File: config.mk
export PLATFORM = sky130hd
export DESIGN_NAME = multdiv_sequencer_flat
export DESIGN_NICKNAME = d
export VERILOG_FILES = /design/src/rtl/multdiv_sequencer_pkg.sv /design/src/rtl/multdiv_sequencer_if.sv /design/src/rtl/multdiv_sequencer_twos_negate.sv /design/src/rtl/multdiv_sequencer.sv /design/src/flat_wrapper.sv
export SDC_FILE = /design/constraint.sdc
export NUM_CORES = 1
export LEC_CHECK = 0
export ABC_CLOCK_PERIOD_IN_PS = 10000
export CORE_ASPECT_RATIO = 1.25
export CORE_MARGIN = 2
export CORE_UTILIZATION = 40
export DETAILED_ROUTE_END_ITERATION = 12
export GPL_TIMING_DRIVEN = 0
export SLEW_MARGIN = 20
export SYNTH_ARGS = -nofsm -noshare
export SYNTH_HDL_FRONTEND = slang
export SYNTH_HIERARCHICAL = 1
export SYNTH_SLANG_ARGS = --single-unit
File: constraint.sdc
create_clock -name clock -period 10 [get_ports clock]
set_input_delay 3 -clock clock [delete_from_list [all_inputs] [get_ports clock]]
set_output_delay 3 -clock clock [all_outputs]
set_load 0.03 [all_outputs]
File: src/rtl/multdiv_sequencer_pkg.sv
// Shared definitions for the multiply/divide sequencer.
// Contents:
//   state_t                 - sequencer state encoding (IDLE=0, RUN=1, DONE=2)
//   RSTATUS_*_DEFAULT       - default status register index and exception codes
package multdiv_sequencer_pkg;

    typedef enum logic [1:0] {
        ST_IDLE = 2'd0,
        ST_RUN  = 2'd1,
        ST_DONE = 2'd2
    } state_t;

    localparam int RSTATUS_REG_DEFAULT = 30;
    localparam int RSTATUS_MUL_DEFAULT = 4;
    localparam int RSTATUS_DIV_DEFAULT = 5;

endpackage

File: src/rtl/multdiv_sequencer_if.sv
// Request / write-back bundle between the pipeline and the mul/div sequencer.
// Handshake: the pipeline raises start (with is_div, opa, opb, rd) for one
// cycle; it is accepted only on a cycle where busy is low. busy then stays
// high until the result has been delivered. result_valid is a single-cycle
// pulse; result, wb_rd and exception are meaningful only while it is high.
// There is no back-pressure on the result side.
// Modports:
//   master - the pipeline (drives the request, observes status/result)
//   slave  - the sequencer
interface multdiv_sequencer_if #(
    parameter int WIDTH = 32
);
    logic             start;
    logic             is_div;
    logic [WIDTH-1:0] opa;
    logic [WIDTH-1:0] opb;
    logic [4:0]       rd;
    logic             busy;
    logic             result_valid;
    logic [WIDTH-1:0] result;
    logic [4:0]       wb_rd;
    logic             exception;

    modport master (
        output start, is_div, opa, opb, rd,
        input  busy, result_valid, result, wb_rd, exception
    );

    modport slave (
        input  start, is_div, opa, opb, rd,
        output busy, result_valid, result, wb_rd, exception
    );
endinterface

File: src/rtl/multdiv_sequencer_twos_negate.sv
// twos_negate: conditional two's-complement negation.
// Ports:
//   value  - input operand
//   negate - when 1, result = -value; otherwise result = value
//   result - output
module twos_negate #(
    parameter int WIDTH = 32
) (
    input  logic [WIDTH-1:0] value,
    input  logic             negate,
    output logic [WIDTH-1:0] result
);
    assign result = negate ? (~value + WIDTH'(1)) : value;
endmodule

File: src/rtl/multdiv_sequencer.sv
// multdiv_sequencer: iterative signed multiply / divide unit.
// Multiplies by shift-add and divides by restoring division on operand
// magnitudes, one bit per cycle, then applies the result sign. Overflowing
// multiplies and divides by zero are reported as an exception that writes
// an exception code into the status register instead of rd.
// Ports:
//   clock - rising-edge clock
//   reset - synchronous, active-low
//   bus   - request / write-back bundle (slave side)
//   state - current sequencer state, for observation
import multdiv_sequencer_pkg::*;

module multdiv_sequencer #(
    parameter int WIDTH       = 32,
    parameter int RSTATUS_REG = RSTATUS_REG_DEFAULT,
    parameter int RSTATUS_MUL = RSTATUS_MUL_DEFAULT,
    parameter int RSTATUS_DIV = RSTATUS_DIV_DEFAULT
) (
    input  logic                  clock,
    input  logic                  reset,
    multdiv_sequencer_if.slave    bus,
    output state_t                state
);
    localparam int CW = $clog2(WIDTH) + 1;

    state_t            state_q, state_d;
    logic [CW-1:0]     count_q;
    logic              div_q, sign_q, dz_q;
    logic [4:0]        rd_q;
    logic [WIDTH-1:0]  opnd_q;   // multiplicand (mul) or divisor (div) magnitude
    logic [2*WIDTH-1:0] acc_q;   // mul: {partial, multiplier}; div: {remainder, quotient}

    logic [WIDTH-1:0]   mag_a, mag_b;
    logic [2*WIDTH-1:0] mag_res, signed_res;
    logic [2*WIDTH-1:0] acc_next;
    logic [WIDTH:0]     mul_sum, div_shift, div_diff;
    logic               accept, div_by_zero, mul_ovf;

    assign state = state_q;

    twos_negate #(.WIDTH(WIDTH)) u_neg_a (
        .value(bus.opa), .negate(bus.opa[WIDTH-1]), .result(mag_a));
    twos_negate #(.WIDTH(WIDTH)) u_neg_b (
        .value(bus.opb), .negate(bus.opb[WIDTH-1]), .result(mag_b));
    twos_negate #(.WIDTH(2*WIDTH)) u_neg_res (
        .value(mag_res), .negate(sign_q), .result(signed_res));

    assign accept      = (state_q == ST_IDLE) && bus.start;
    assign div_by_zero = bus.is_div && (bus.opb == '0);

    // One iteration step. Shift-add keeps the partial product in the upper
    // half with one carry bit, shifting the used multiplier bit out at the
    // bottom. Restoring division shifts the next dividend bit into the
    // remainder and keeps the difference only if it did not borrow.
    assign mul_sum   = {1'b0, acc_q[2*WIDTH-1:WIDTH]}
                     + {1'b0, (acc_q[0] ? opnd_q : {WIDTH{1'b0}})};
    assign div_shift = acc_q[2*WIDTH-1:WIDTH-1];
    assign div_diff  = div_shift - {1'b0, opnd_q};

    always_comb begin
        if (!div_q)
            acc_next = {mul_sum, acc_q[WIDTH-1:1]};
        else if (div_diff[WIDTH])
            acc_next = {div_shift[WIDTH-1:0], acc_q[WIDTH-2:0], 1'b0};
        else
            acc_next = {div_diff[WIDTH-1:0], acc_q[WIDTH-2:0], 1'b1};
    end

    // Quotient magnitude 2^(WIDTH-1) with a positive sign (-2^(WIDTH-1) / -1)
    // simply wraps into the low bits; only the multiply checks overflow.
    assign mag_res = div_q ? {{WIDTH{1'b0}}, acc_q[WIDTH-1:0]} : acc_q;
    assign mul_ovf = !((&signed_res[2*WIDTH-1:WIDTH-1]) ||
                       (~|signed_res[2*WIDTH-1:WIDTH-1]));

    always_ff @(posedge clock) begin
        if (!reset)
            state_q <= ST_IDLE;
        else
            state_q <= state_d;
    end

    always_comb begin
        state_d          = state_q;
        bus.busy         = 1'b0;
        bus.result_valid = 1'b0;
        bus.exception    = 1'b0;
        bus.result       = '0;
        bus.wb_rd        = '0;
        case (state_q)
            ST_IDLE: begin
                if (bus.start)
                    state_d = div_by_zero ? ST_DONE : ST_RUN;
            end
            ST_RUN: begin
                bus.busy = 1'b1;
                if (count_q == CW'(1))
                    state_d = ST_DONE;
            end
            ST_DONE: begin
                state_d          = ST_IDLE;
                bus.busy         = 1'b1;
                bus.result_valid = 1'b1;
                bus.exception    = dz_q || (!div_q && mul_ovf);
                if (bus.exception) begin
                    bus.wb_rd  = 5'(RSTATUS_REG);
                    bus.result = div_q ? WIDTH'(RSTATUS_DIV) : WIDTH'(RSTATUS_MUL);
                end else begin
                    bus.wb_rd  = rd_q;
                    bus.result = signed_res[WIDTH-1:0];
                end
            end
            default: state_d = ST_IDLE;
        endcase
    end

    always_ff @(posedge clock) begin
        if (!reset) begin
            count_q <= '0;
            div_q   <= 1'b0;
            sign_q  <= 1'b0;
            dz_q    <= 1'b0;
            rd_q    <= '0;
            opnd_q  <= '0;
            acc_q   <= '0;
        end else if (accept) begin
            count_q <= CW'(WIDTH);
            div_q   <= bus.is_div;
            sign_q  <= bus.opa[WIDTH-1] ^ bus.opb[WIDTH-1];
            dz_q    <= div_by_zero;
            rd_q    <= bus.rd;
            opnd_q  <= bus.is_div ? mag_b : mag_a;
            acc_q   <= {{WIDTH{1'b0}}, (bus.is_div ? mag_a : mag_b)};
        end else if (state_q == ST_RUN) begin
            count_q <= count_q - CW'(1);
            acc_q   <= acc_next;
        end
    end
endmodule

File: src/flat_wrapper.sv
// flat-port wrapper written by rule: the top's interface ports become plain ports
module multdiv_sequencer_flat 
#(
    parameter int WIDTH       = 32,
    parameter int RSTATUS_REG = RSTATUS_REG_DEFAULT,
    parameter int RSTATUS_MUL = RSTATUS_MUL_DEFAULT,
    parameter int RSTATUS_DIV = RSTATUS_DIV_DEFAULT
)
  (clock, reset, state, bus_start, bus_is_div, bus_opa, bus_opb, bus_rd, bus_busy, bus_result_valid, bus_result, bus_wb_rd, bus_exception);
  multdiv_sequencer_if #(.WIDTH(WIDTH)) bus_i ();
  input  logic clock;
  input  logic reset;
  output state_t state;
  input wire logic [$bits(bus_i.start)-1:0] bus_start;
  input wire logic [$bits(bus_i.is_div)-1:0] bus_is_div;
  input wire logic [$bits(bus_i.opa)-1:0] bus_opa;
  input wire logic [$bits(bus_i.opb)-1:0] bus_opb;
  input wire logic [$bits(bus_i.rd)-1:0] bus_rd;
  output wire logic [$bits(bus_i.busy)-1:0] bus_busy;
  output wire logic [$bits(bus_i.result_valid)-1:0] bus_result_valid;
  output wire logic [$bits(bus_i.result)-1:0] bus_result;
  output wire logic [$bits(bus_i.wb_rd)-1:0] bus_wb_rd;
  output wire logic [$bits(bus_i.exception)-1:0] bus_exception;
  assign bus_i.start = bus_start;
  assign bus_i.is_div = bus_is_div;
  assign bus_i.opa = bus_opa;
  assign bus_i.opb = bus_opb;
  assign bus_i.rd = bus_rd;
  assign bus_busy = bus_i.busy;
  assign bus_result_valid = bus_i.result_valid;
  assign bus_result = bus_i.result;
  assign bus_wb_rd = bus_i.wb_rd;
  assign bus_exception = bus_i.exception;
  multdiv_sequencer #(.WIDTH(WIDTH), .RSTATUS_REG(RSTATUS_REG), .RSTATUS_MUL(RSTATUS_MUL), .RSTATUS_DIV(RSTATUS_DIV)) u_core (.clock(clock), .reset(reset), .bus(bus_i), .state(state));
endmodule
==> metrics.cfg <==
[yosys]
synth_area_leaders=dfxtp_1 17%, xnor2_1 11%, mux2i_1 8.0%
synth_top_cell_area_share=0.169
synth_seq_area_share=0.169
ys.warnings.count=6
synth_seq_cells=112
yosysMostFrequentCell=nor2_1
yosys-top-cells-count=175 x nor2_1, 162 x xnor2_1, 128 x a21oi_1
syn_area_per_cell_um2=7.69
synth_edf_count=0
async_flop_share=0
yosysTopAreaCell=dfxtp_1
netlist_area_mm2=0.0133
ys.flop_type=dfxtp_1
syn_nets=1878
synthDistinctLibCells=87
synth_cells=1731

[sta]
post-route-min-period_ns=9.50
rsz0062_at_grt=false
min_period_over_period=0.950
fin_skew_ns=0.0135
fin_ws_ns=0.502
hold_ws_ns=0.458
hold_viol_final=0
worst_slew_pin_slew_ns=0.964
slew_viol_final=0
setup_viol=0
relSlewSlack=0.355
fin_tns_setup_ns=0
max_freq_ghz=0.105

[route]
routedWlPerCell_um=21.5
drt-total-wl_um=49100
vias=13500
final_antenna_net_count=0
viasPerCell=5.93
drt_iter0_markers=921
drc=0
drtPass1Iterations=5

[clock_network]
clkTransAtPathRegs_ns=0.08
cts_root_buffer=clkbuf_16
htreeDepth=3
post-cts-setup-buffer-count=0
cts_tree=yes
cts-hold-fix-buffers=0
worstSkewPairLatency_ns=0.37
cts.sinks=112
cts_inserted_buffers=9
max-clock-path-buffers=2

[floorplan]
die_area_mm2=0.0347
die_height_um=208
die-width_um=167
core_region_area_mm2=0.0327
ios=115
start_util=0.407
std_cell_rows=74

[global_routing]
grt_pass1_vias=13200
grt_max_degree=20
grt_pass1_wl_um=74900
grt-ovfl-total=0
grt_usage=0.274
antenna_found_initial=2

[critical_path]
r2r_start=u_core/acc_q[0]
start_kind=flip-flop
path_cells=clkbuf_2 -> buf_1 -> clkbuf_1 -> nor2b_1 -> or4_4 -> or3_1 -> or4_1 -> o31ai_1 -> xnor2_1 -> nor4_1 -> nand4_1 -> nor4_1 -> nand2_1 -> a31o_2 -> nor2_1 -> clkbuf_1 -> and2_1 -> clkdlybuf4s50_1
crit_buf_inv=5
crit_cells=18
crit_family=simple AND/OR/NAND/NOR gates
worstRegToRegCells=14
crit_end=bus_result[11]
critPathMaxStageDelay_ns=0.69
cp_data_arrival_time_ns=6.50
reg2reg_slack_ns=5.48
cp-end-kind=output pin
critPathSlowestCell=clkdlybuf4s50_1
path_class=reg2out
startpoint=u_core/div_q
regToRegEndpoint=u_core/acc_q[57]
critPathMaxFanout=10
worstPathRequired_ns=7.00

[pwr]
power.density_mw_per_mm2=144
clkPwrFrac=0.179
p_leak_nw=5.75
p_int_w=0.00119
swShare=0.459
combPwrFrac=0.544
p_sw_w=0.00101
seqPwrFrac=0.277
ir_worst_vdd_uv=101

[worst_hold_path]
hold_path_class=reg2reg
holdPathStages=2
hold_start=u_core/rd_q[4]

[place]
dpl.hpwl_um=40300
port_buffers=114
gp_congestion=0.998
dpl_worst_slack_ns=0.159

[run]
cap_viol_max_count=0

[final_layout]
final_nets=2003
finish.utilization=0.468
layout-drive-gt1-share=0.0650
syn2layout_area_growth_pct=15.0

[run_status]
status=completed

==> flip-flops by register name, indices dropped and copies added, names as in the netlist <==
register,flops
u_core/acc_q,64
u_core/count_q,6
u_core/div_q,1
u_core/dz_q,1
u_core/opnd_q,32
u_core/rd_q,5
u_core/sign_q,1
u_core/state,2
==> cells by family (layout without fill, tap and decap cells) <==
family | Yosys count | after routing | share of synthesized area
muxes | 117 | 117 | 0.0891
xor gates and xnor gates | 185 | 185 | 0.122
DFF | 112 | 112 | 0.169
adders and majority gates | 74 | 74 | 0.0707
and+or+nand+nor | 587 | 587 | 0.244
buffers and inverters | 166 | 296 | 0.0501
other | 0 | 1 | 0
AOI/OAI and AO/OA | 490 | 490 | 0.255
==> placed cells by master (no fill, tap or decap), types with 68 or more instances in the layout <==
cell               n
nand2_1          107
clkdlybuf4s50_1  114
o21ai_0           90
and2_1            68
a21oi_1          128
xnor2_1          162
a211oi_1          76
nor2_1           175
mux2i_1          106
dfxtp_1          112
ha_1              72
==> how the worst min path moves through the flow <==
stage                                 to
after global routing      u_core/rd_q[1]
after CTS                 u_core/rd_q[1]
after floorplan           u_core/rd_q[0]
after detailed placement  u_core/rd_q[1]
final                     u_core/rd_q[4]
after global placement    u_core/rd_q[1]
==> worst min-delay path, delay by kind of cell, from the launching register on <==
family           cells  cell delay [ns]
AO/OA/AOI/OAI        1             0.05
AND/OR/NAND/NOR      1             0.05
flip-flops           1             0.31
==> through the flow <==
stage / cell area (um^2) / total power (W) / std cells
CTS: 15300 / 0.00219 / 2279
floorplan: 13300 / 0.00143 / 1731
detailed placement: 15000 / 0.00180 / 2263
finish: 15300 / 0.00220 / 2280
global route: 15300 / 0.00234 / 2279
global placement: 15000 / 0.00179 / 2263
==> power by group through the flow <==
stage                     combinational, W  sequential, W  clock [W]
after floorplan                   0.000863       0.000571          0
after global placement             0.00117       0.000617          0
after detailed placement           0.00118       0.000618          0
after CTS                          0.00119       0.000607   0.000399
after global routing               0.00131       0.000617   0.000415
final                              0.00120       0.000610   0.000393
==> layout make-up <==
class | count | area [um^2]
Sequential cell | 112 | 2240
Buffer | 102 | 432
Multi-Input combinational cell | 1453 | 10400
Clock buffer | 10 | 239
Inverter | 64 | 240
Fill cell | 3361 | 17400
Tap cell | 418 | 523
Clock inverter | 6 | 75.1
Timing Repair Buffer | 114 | 1140
Antenna cell | 1 | 2.50
==> per-layer routing <==
metal	track usage	part of all wire
met5	0	0.00033
met4	0.156	0.060
met3	0.0339	0.047
met2	0.483	0.49
met1	0.319	0.40
==> what timing repair did <==
| item | 4_1_cts | 5_1_grt |
|---|---|---|
| setup endpoints to repair | 30 | 32 |
| gates resized for setup | 1 | 7 |
| cloned | 0 | 0 |
(Power assumes the default switching activity.)
